<file path="src/rtl/signed_add_pkg.sv">
// Shared types and default sizes for the shared signed add/subtract arbiter.
package signed_add_pkg;

  typedef enum logic {
    IDLE = 1'b0,
    RESP = 1'b1
  } state_e;

  localparam int NUM_REQ_DEF = 4;
  localparam int WIDTH_DEF   = 32;

endpackage

</file>
<file path="src/rtl/signed_add_core.sv">
// Combinational two's-complement add/subtract with signed-overflow detection.
module signed_add_core #(
  parameter int WIDTH = 32
) (
  input  logic [WIDTH-1:0] a,
  input  logic [WIDTH-1:0] b,
  input  logic             sub,
  output logic [WIDTH-1:0] sum,
  output logic             ovf
);

  logic [WIDTH-1:0] b_eff;
  logic             a_msb;
  logic             b_msb;
  logic             s_msb;

  // Subtraction is A + ~B + 1, so the carry-in is the sub flag itself.
  assign b_eff = sub ? ~b : b;
  assign sum   = a + b_eff + {{(WIDTH-1){1'b0}}, sub};

  assign a_msb = a[WIDTH-1];
  assign b_msb = b[WIDTH-1];
  assign s_msb = sum[WIDTH-1];

  // Judged on the original B, so B = most-negative is handled for subtract.
  always_comb begin
    ovf = 1'b0;
    if (sub) begin
      ovf = (a_msb != b_msb) && (s_msb != a_msb);
    end else begin
      ovf = (a_msb == b_msb) && (s_msb != a_msb);
    end
  end

endmodule

</file>
<file path="src/rtl/signed_add_arbiter.sv">
// Round-robin arbiter sharing one signed add/subtract core between requesters,
// with a registered single-entry result stage.
module signed_add_arbiter
  import signed_add_pkg::*;
#(
  parameter int  NUM_REQ = NUM_REQ_DEF,
  parameter int  WIDTH   = WIDTH_DEF,
  localparam int ID_W    = $clog2(NUM_REQ)
) (
  input  logic                     clk,
  input  logic                     rst_n,
  input  logic [NUM_REQ-1:0]       req_valid,
  output logic [NUM_REQ-1:0]       req_ready,
  input  logic [NUM_REQ*WIDTH-1:0] req_a,
  input  logic [NUM_REQ*WIDTH-1:0] req_b,
  input  logic [NUM_REQ-1:0]       req_sub,
  output logic                     rsp_valid,
  input  logic                     rsp_ready,
  output logic [WIDTH-1:0]         rsp_sum,
  output logic                     rsp_ovf,
  output logic [ID_W-1:0]          rsp_id
);

  state_e           state_q, state_d;
  logic [ID_W-1:0]  rr_ptr_q, rr_ptr_d;
  logic [WIDTH-1:0] sum_q, sum_d;
  logic             ovf_q, ovf_d;
  logic [ID_W-1:0]  id_q, id_d;

  logic [WIDTH-1:0] a_arr [NUM_REQ];
  logic [WIDTH-1:0] b_arr [NUM_REQ];
  logic [NUM_REQ-1:0] grant;
  logic             grant_any;
  logic [ID_W-1:0]  grant_idx;
  logic [ID_W-1:0]  cand_idx;
  logic             can_accept;
  logic             accept;
  logic [WIDTH-1:0] core_sum;
  logic             core_ovf;

  genvar gi;
  generate
    for (gi = 0; gi < NUM_REQ; gi++) begin : g_lane
      assign a_arr[gi]     = req_a[gi*WIDTH +: WIDTH];
      assign b_arr[gi]     = req_b[gi*WIDTH +: WIDTH];
      assign grant[gi]     = grant_any && (grant_idx == ID_W'(gi));
      assign req_ready[gi] = grant[gi] & can_accept;
    end
  endgenerate

  // First valid requester found walking upward from the one after rr_ptr.
  always_comb begin
    grant_any = 1'b0;
    grant_idx = '0;
    cand_idx  = '0;
    for (int off = 1; off <= NUM_REQ; off++) begin
      cand_idx = ID_W'((int'(rr_ptr_q) + off) % NUM_REQ);
      if (!grant_any && req_valid[cand_idx]) begin
        grant_any = 1'b1;
        grant_idx = cand_idx;
      end
    end
  end

  assign can_accept = (state_q == IDLE) || rsp_ready;
  assign accept     = grant_any && can_accept;

  signed_add_core #(
    .WIDTH(WIDTH)
  ) u_core (
    .a   (a_arr[grant_idx]),
    .b   (b_arr[grant_idx]),
    .sub (req_sub[grant_idx]),
    .sum (core_sum),
    .ovf (core_ovf)
  );

  always_comb begin
    state_d  = state_q;
    rr_ptr_d = rr_ptr_q;
    sum_d    = sum_q;
    ovf_d    = ovf_q;
    id_d     = id_q;
    if (accept) begin
      state_d  = RESP;
      rr_ptr_d = grant_idx;
      sum_d    = core_sum;
      ovf_d    = core_ovf;
      id_d     = grant_idx;
    end else if ((state_q == RESP) && rsp_ready) begin
      // Data registers keep their last value once drained.
      state_d = IDLE;
    end
  end

  always_ff @(posedge clk or negedge rst_n) begin
    if (!rst_n) begin
      state_q  <= IDLE;
      rr_ptr_q <= ID_W'(NUM_REQ - 1);
      sum_q    <= '0;
      ovf_q    <= 1'b0;
      id_q     <= '0;
    end else begin
      state_q  <= state_d;
      rr_ptr_q <= rr_ptr_d;
      sum_q    <= sum_d;
      ovf_q    <= ovf_d;
      id_q     <= id_d;
    end
  end

  assign rsp_valid = (state_q == RESP);
  assign rsp_sum   = sum_q;
  assign rsp_ovf   = ovf_q;
  assign rsp_id    = id_q;

endmodule

</file>
<file path="config.mk">
export PLATFORM = sky130hd
export DESIGN_NAME = signed_add_arbiter
export DESIGN_NICKNAME = d
export VERILOG_FILES = /design/src/rtl/signed_add_pkg.sv /design/src/rtl/signed_add_core.sv /design/src/rtl/signed_add_arbiter.sv
export SDC_FILE = /design/constraint.sdc
export NUM_CORES = 1
export LEC_CHECK = 0
export ABC_AREA = 1
export CORE_MARGIN = 3
export CORE_UTILIZATION = 39
export CTS_CLUSTER_DIAMETER = 40
export CTS_CLUSTER_SIZE = 14
export DETAILED_ROUTE_END_ITERATION = 16
export GPL_TIMING_DRIVEN = 0
export PLACE_DENSITY = 0.86
export SLEW_MARGIN = 15
export SYNTH_ARGS = -nofsm -noshare
export SYNTH_HDL_FRONTEND = slang
export SYNTH_SLANG_ARGS = --single-unit
</file>
<file path="constraint.sdc">
create_clock -name clk -period 6.74 [get_ports clk]
set_clock_uncertainty 0.2 [all_clocks]
set_input_delay 1.685 -clock clk [delete_from_list [all_inputs] [get_ports clk]]
set_output_delay 1.685 -clock clk [all_outputs]
set_load 0.05 [all_outputs]
</file>
==> out/results.txt <==
The kind of capture point of the worst setup path was a register. Once the floorplan was initialized, standard cells occupied 40.35% of the core. For this block, the via count after detailed routing is 7077. The net count of the finished layout is 1404. The detail route stage leaves a number of antenna-violating nets equal to 0. The die height came out at 121.0 µm. CTS saw 38 sinks. Ranked by total cell area, the synthesized netlist is headed by dfrtp_1, nand2_1, ha_1, o22ai_1, xor2_1.

The wire-length estimate of the detail-placed layout is 21.43 mm. The mux cell area share after synthesis was 0%. The number of warnings issued by yosys was 0; the number of antenna violations at the first check in global routing was 7. Setup violations remaining at the end of the flow were counted as 0. The longest clock path from root to sink contains 2 buffers.

Number of global-route vias before repair: 6596. The total negative slack came out at 0 ns. The overall fraction of global-route tracks in use is 32.43%, and the portion of the clock cycle consumed by the worst path in the final layout is 97.48%. The first global-routing pass estimated 36.45 mm of wire. The net count of the mapped netlist is 1084, and the area growth from synthesis to layout is 70.02%. For the final wirelength, the log shows 25.10 mm. The register bit count reported by yosys was 38; the worst stage delay on the critical path was 0.51 ns.

The cell seen most often among critical-path stages is nand2_1. The number of buffer cells added on primary ports was 306. The die covers 14630 µm². Dividing the detail-routed wire length by the instance count gives 19.58 µm. The tools report the highest clock frequency the design can meet as 152.2 MHz. For the finished layout, the period the worst path requires is 6.570 ns. The area fraction of the dominant cell type after synthesis was 17.48%.

Of all cell types, the one taking the most synthesized area is dfrtp_1. Clock-pin slew was measured on the worst setup and hold paths at 0.06 ns. The run finished with clean final reports. After synthesis the cells add up to 5154 µm².

For the number of standard cells after synthesis, the log shows 786. For the max-slew violation count, the log shows 0. The tools report the start of the worst register-to-register path as rr_ptr_q[0]. The total area inside the core boundary comes to 12770 µm².

The number of placed I/O pins came out at 307. The cell with the biggest individual delay on the critical path is clkdlybuf4s50_1. Leading cell type in the layout, fill and taps excluded: clkdlybuf4s50_1.

The hold violation count in the final report is 0, and the cell count of the worst reg-to-reg path is 31. The xor-xnor portion of the synthesized cell area was 8.667%. The H-tree generated during clock tree synthesis spans 2 levels. The worst setup path is launched from an input port.

The die is 121.0 µm wide. The complex-gate fraction of the synthesized area was 27.73%. The largest family of logic cells by synthesized area is simple AND/OR/NAND/NOR gates. The actual transition at the worst max-transition pin works out to 0.8479 ns. The detailed router finished its first iteration with 561 violations. The tools report the clock insertion delay at the later pin of the skew report as 0.27 ns. At the end of routability-driven placement, the weighted congestion stood at 0.9607.

The cell sitting at the root of the clock tree is a clkbuf_16. The number of different library cells in the post-synthesis netlist is 43, and the count of hold-fix buffers inserted at cts is 0. The tightest min-delay check is of the reg2reg type. The worst hold path depth works out to 2. In this run the most critical hold path is launched from rsp_id[0]. The first-pass detailed-route iteration total was 5; the ratio of cells with drive above 1 in the final layout was 7.859%. The vias per cell is 5.520, and the largest net degree at the start of global routing is 26. The worst pin sits at a relative slew slack of 43.47%.

The register area share after synthesis was 18.50%; the synthesized area per cell was 6.557 µm². The worst setup path is of the in2reg kind. The count of cells in the finished layout, fillers not included, comes to 1282. The worst setup path startpoint is req_valid[2]. The logs give 0 for the post-route DRC violation count and 5 for the clock buffer count from CTS. Along the worst path, the maximum fanout reaches 10. TritonCTS built the clock tree. The total overflow left after global routing is 0.

Max-cap violations in this run came to 0. The library cells used most frequently in the layout, excluding fill and tap cells, are clkdlybuf4s50_1, nand2_1, inv_1. The run gives 6.51 ns as the arrival time of the worst setup path.

Summing the areas of all and, or, nand and nor instances in the mapped netlist gives 28.14% of the synthesized area. The floorplan has 41 rows. After Yosys synthesis, full adders, half adders and majority gates account for 7.672% of the synthesized area.

Counting tap cells, the placed design contains a total of 1265 instances. Data on the critical path is required at its endpoint by 6.68 ns.
-- state kept, by name, indices dropped and copies added (netlist names) --
name / count
rr_ptr_q: 2
rsp_valid: 1
rsp_ovf: 1
rsp_id: 2
rsp_sum: 32
-- critical path, delay by kind of cell --
kind	cells	cell delay (ns)
adders and majority gates	1	0.42
and+or+nand+nor	12	1.23
buffers and inverters	5	1.08
AOI/OAI and AO/OA	9	1.59
xor gates and xnor gates	2	0.50
-- per-stage QoR --
stage | hold slack (ns) | util [%] | setup slack [ns] | area, µm²
2_1_floorplan | 0.3582 | - | 0.9772 | 5154
3_3_place_gp | 0.2666 | 66.01 | -0.7209 | 8432
4_1_cts | 0.2858 | 67.65 | 0.04813 | 8641
3_5_place_dp | 0.2702 | 66.19 | -0.7863 | 8454
6_report | 0.2856 | 68.60 | 0.1698 | 8762
5_1_grt | 0.3088 | 68.58 | -0.01449 | 8760
-- layer usage --
layer | global-route usage [%] | part of all wire [%] | vias up
li1 | - | - | 3385
met1 | 41.96 | 40 | 3250
met2 | 52.90 | 47 | 373
met3 | 8.485 | 9.8 | 61
met4 | 9.986 | 3.4 | 8
met5 | 0 | 0.21 | -
-- layout make-up --
class / instances / area, µm²
tap: 172 / 215.2
clock buffer: 6 / 138.9
fill: 1091 / 4011
multi-input combinational: 628 / 3795
buffer: 35 / 167.7
clock inverter: 2 / 12.51
antenna: 3 / 7.507
sequential: 38 / 953.4
inverter: 84 / 321.6
timing repair buffer: 314 / 3151
-- logic make-up (layout without fill, tap and decap cells) --
group           count (synthesis)  after routing
xor+xnor                       51             51
simple gates                  328            328
other cells                     0              3
buf+inv                       120            441
flops                          38             38
fa+ha+maj                      31             31
compound gates                218            218
-- synthesized netlist by cell type --
cell / instances
a211oi_1: 1
a21boi_0: 1
a21boi_1: 1
a21o_1: 2
a21oi_1: 40
a221oi_1: 31
a22o_1: 31
a31oi_1: 4
and2_1: 1
buf_2: 3
buf_4: 1
buf_6: 1
buf_8: 1
clkbuf_1: 30
clkinv_1: 1
dfrtp_1: 36
dfstp_2: 2
fa_1: 1
ha_1: 30
inv_1: 79
inv_2: 3
inv_4: 1
nand2_1: 171
nand2_2: 23
nand2_4: 2
nand3_1: 31
nand3_2: 2
nand3_4: 2
nand4_1: 10
nor2_1: 68
nor2_2: 3
nor2_4: 1
nor3_1: 8
nor4_1: 2
o21a_1: 3
o21ai_0: 37
o21ai_1: 5
o21bai_1: 2
o22ai_1: 60
or2_1: 3
or2_2: 1
xnor2_1: 15
xor2_1: 36
-- worst paths after layout --
check	to	slack [ns]
max	rsp_sum[30]	0.17
min reg2reg	rsp_id[0]	0.29
max in group asynchronous	rsp_sum[22]	4.80
max reg2reg	rsp_sum[30]	1.31
min in group asynchronous	rsp_id[0]	1.11
min	rsp_id[0]	0.29
-- timing repair --
action | CTS | global route
gates cloned | 0 | 0
endpoints found under the setup margin | 6 | 9
pin swaps | 0 | 7
setup buffers | 0 | 7
gates resized for setup | 16 | 18
Power is left out: the tool's default activity adds up to more than one toggle a clock period on the data nets, which glitch-free logic cannot reach.
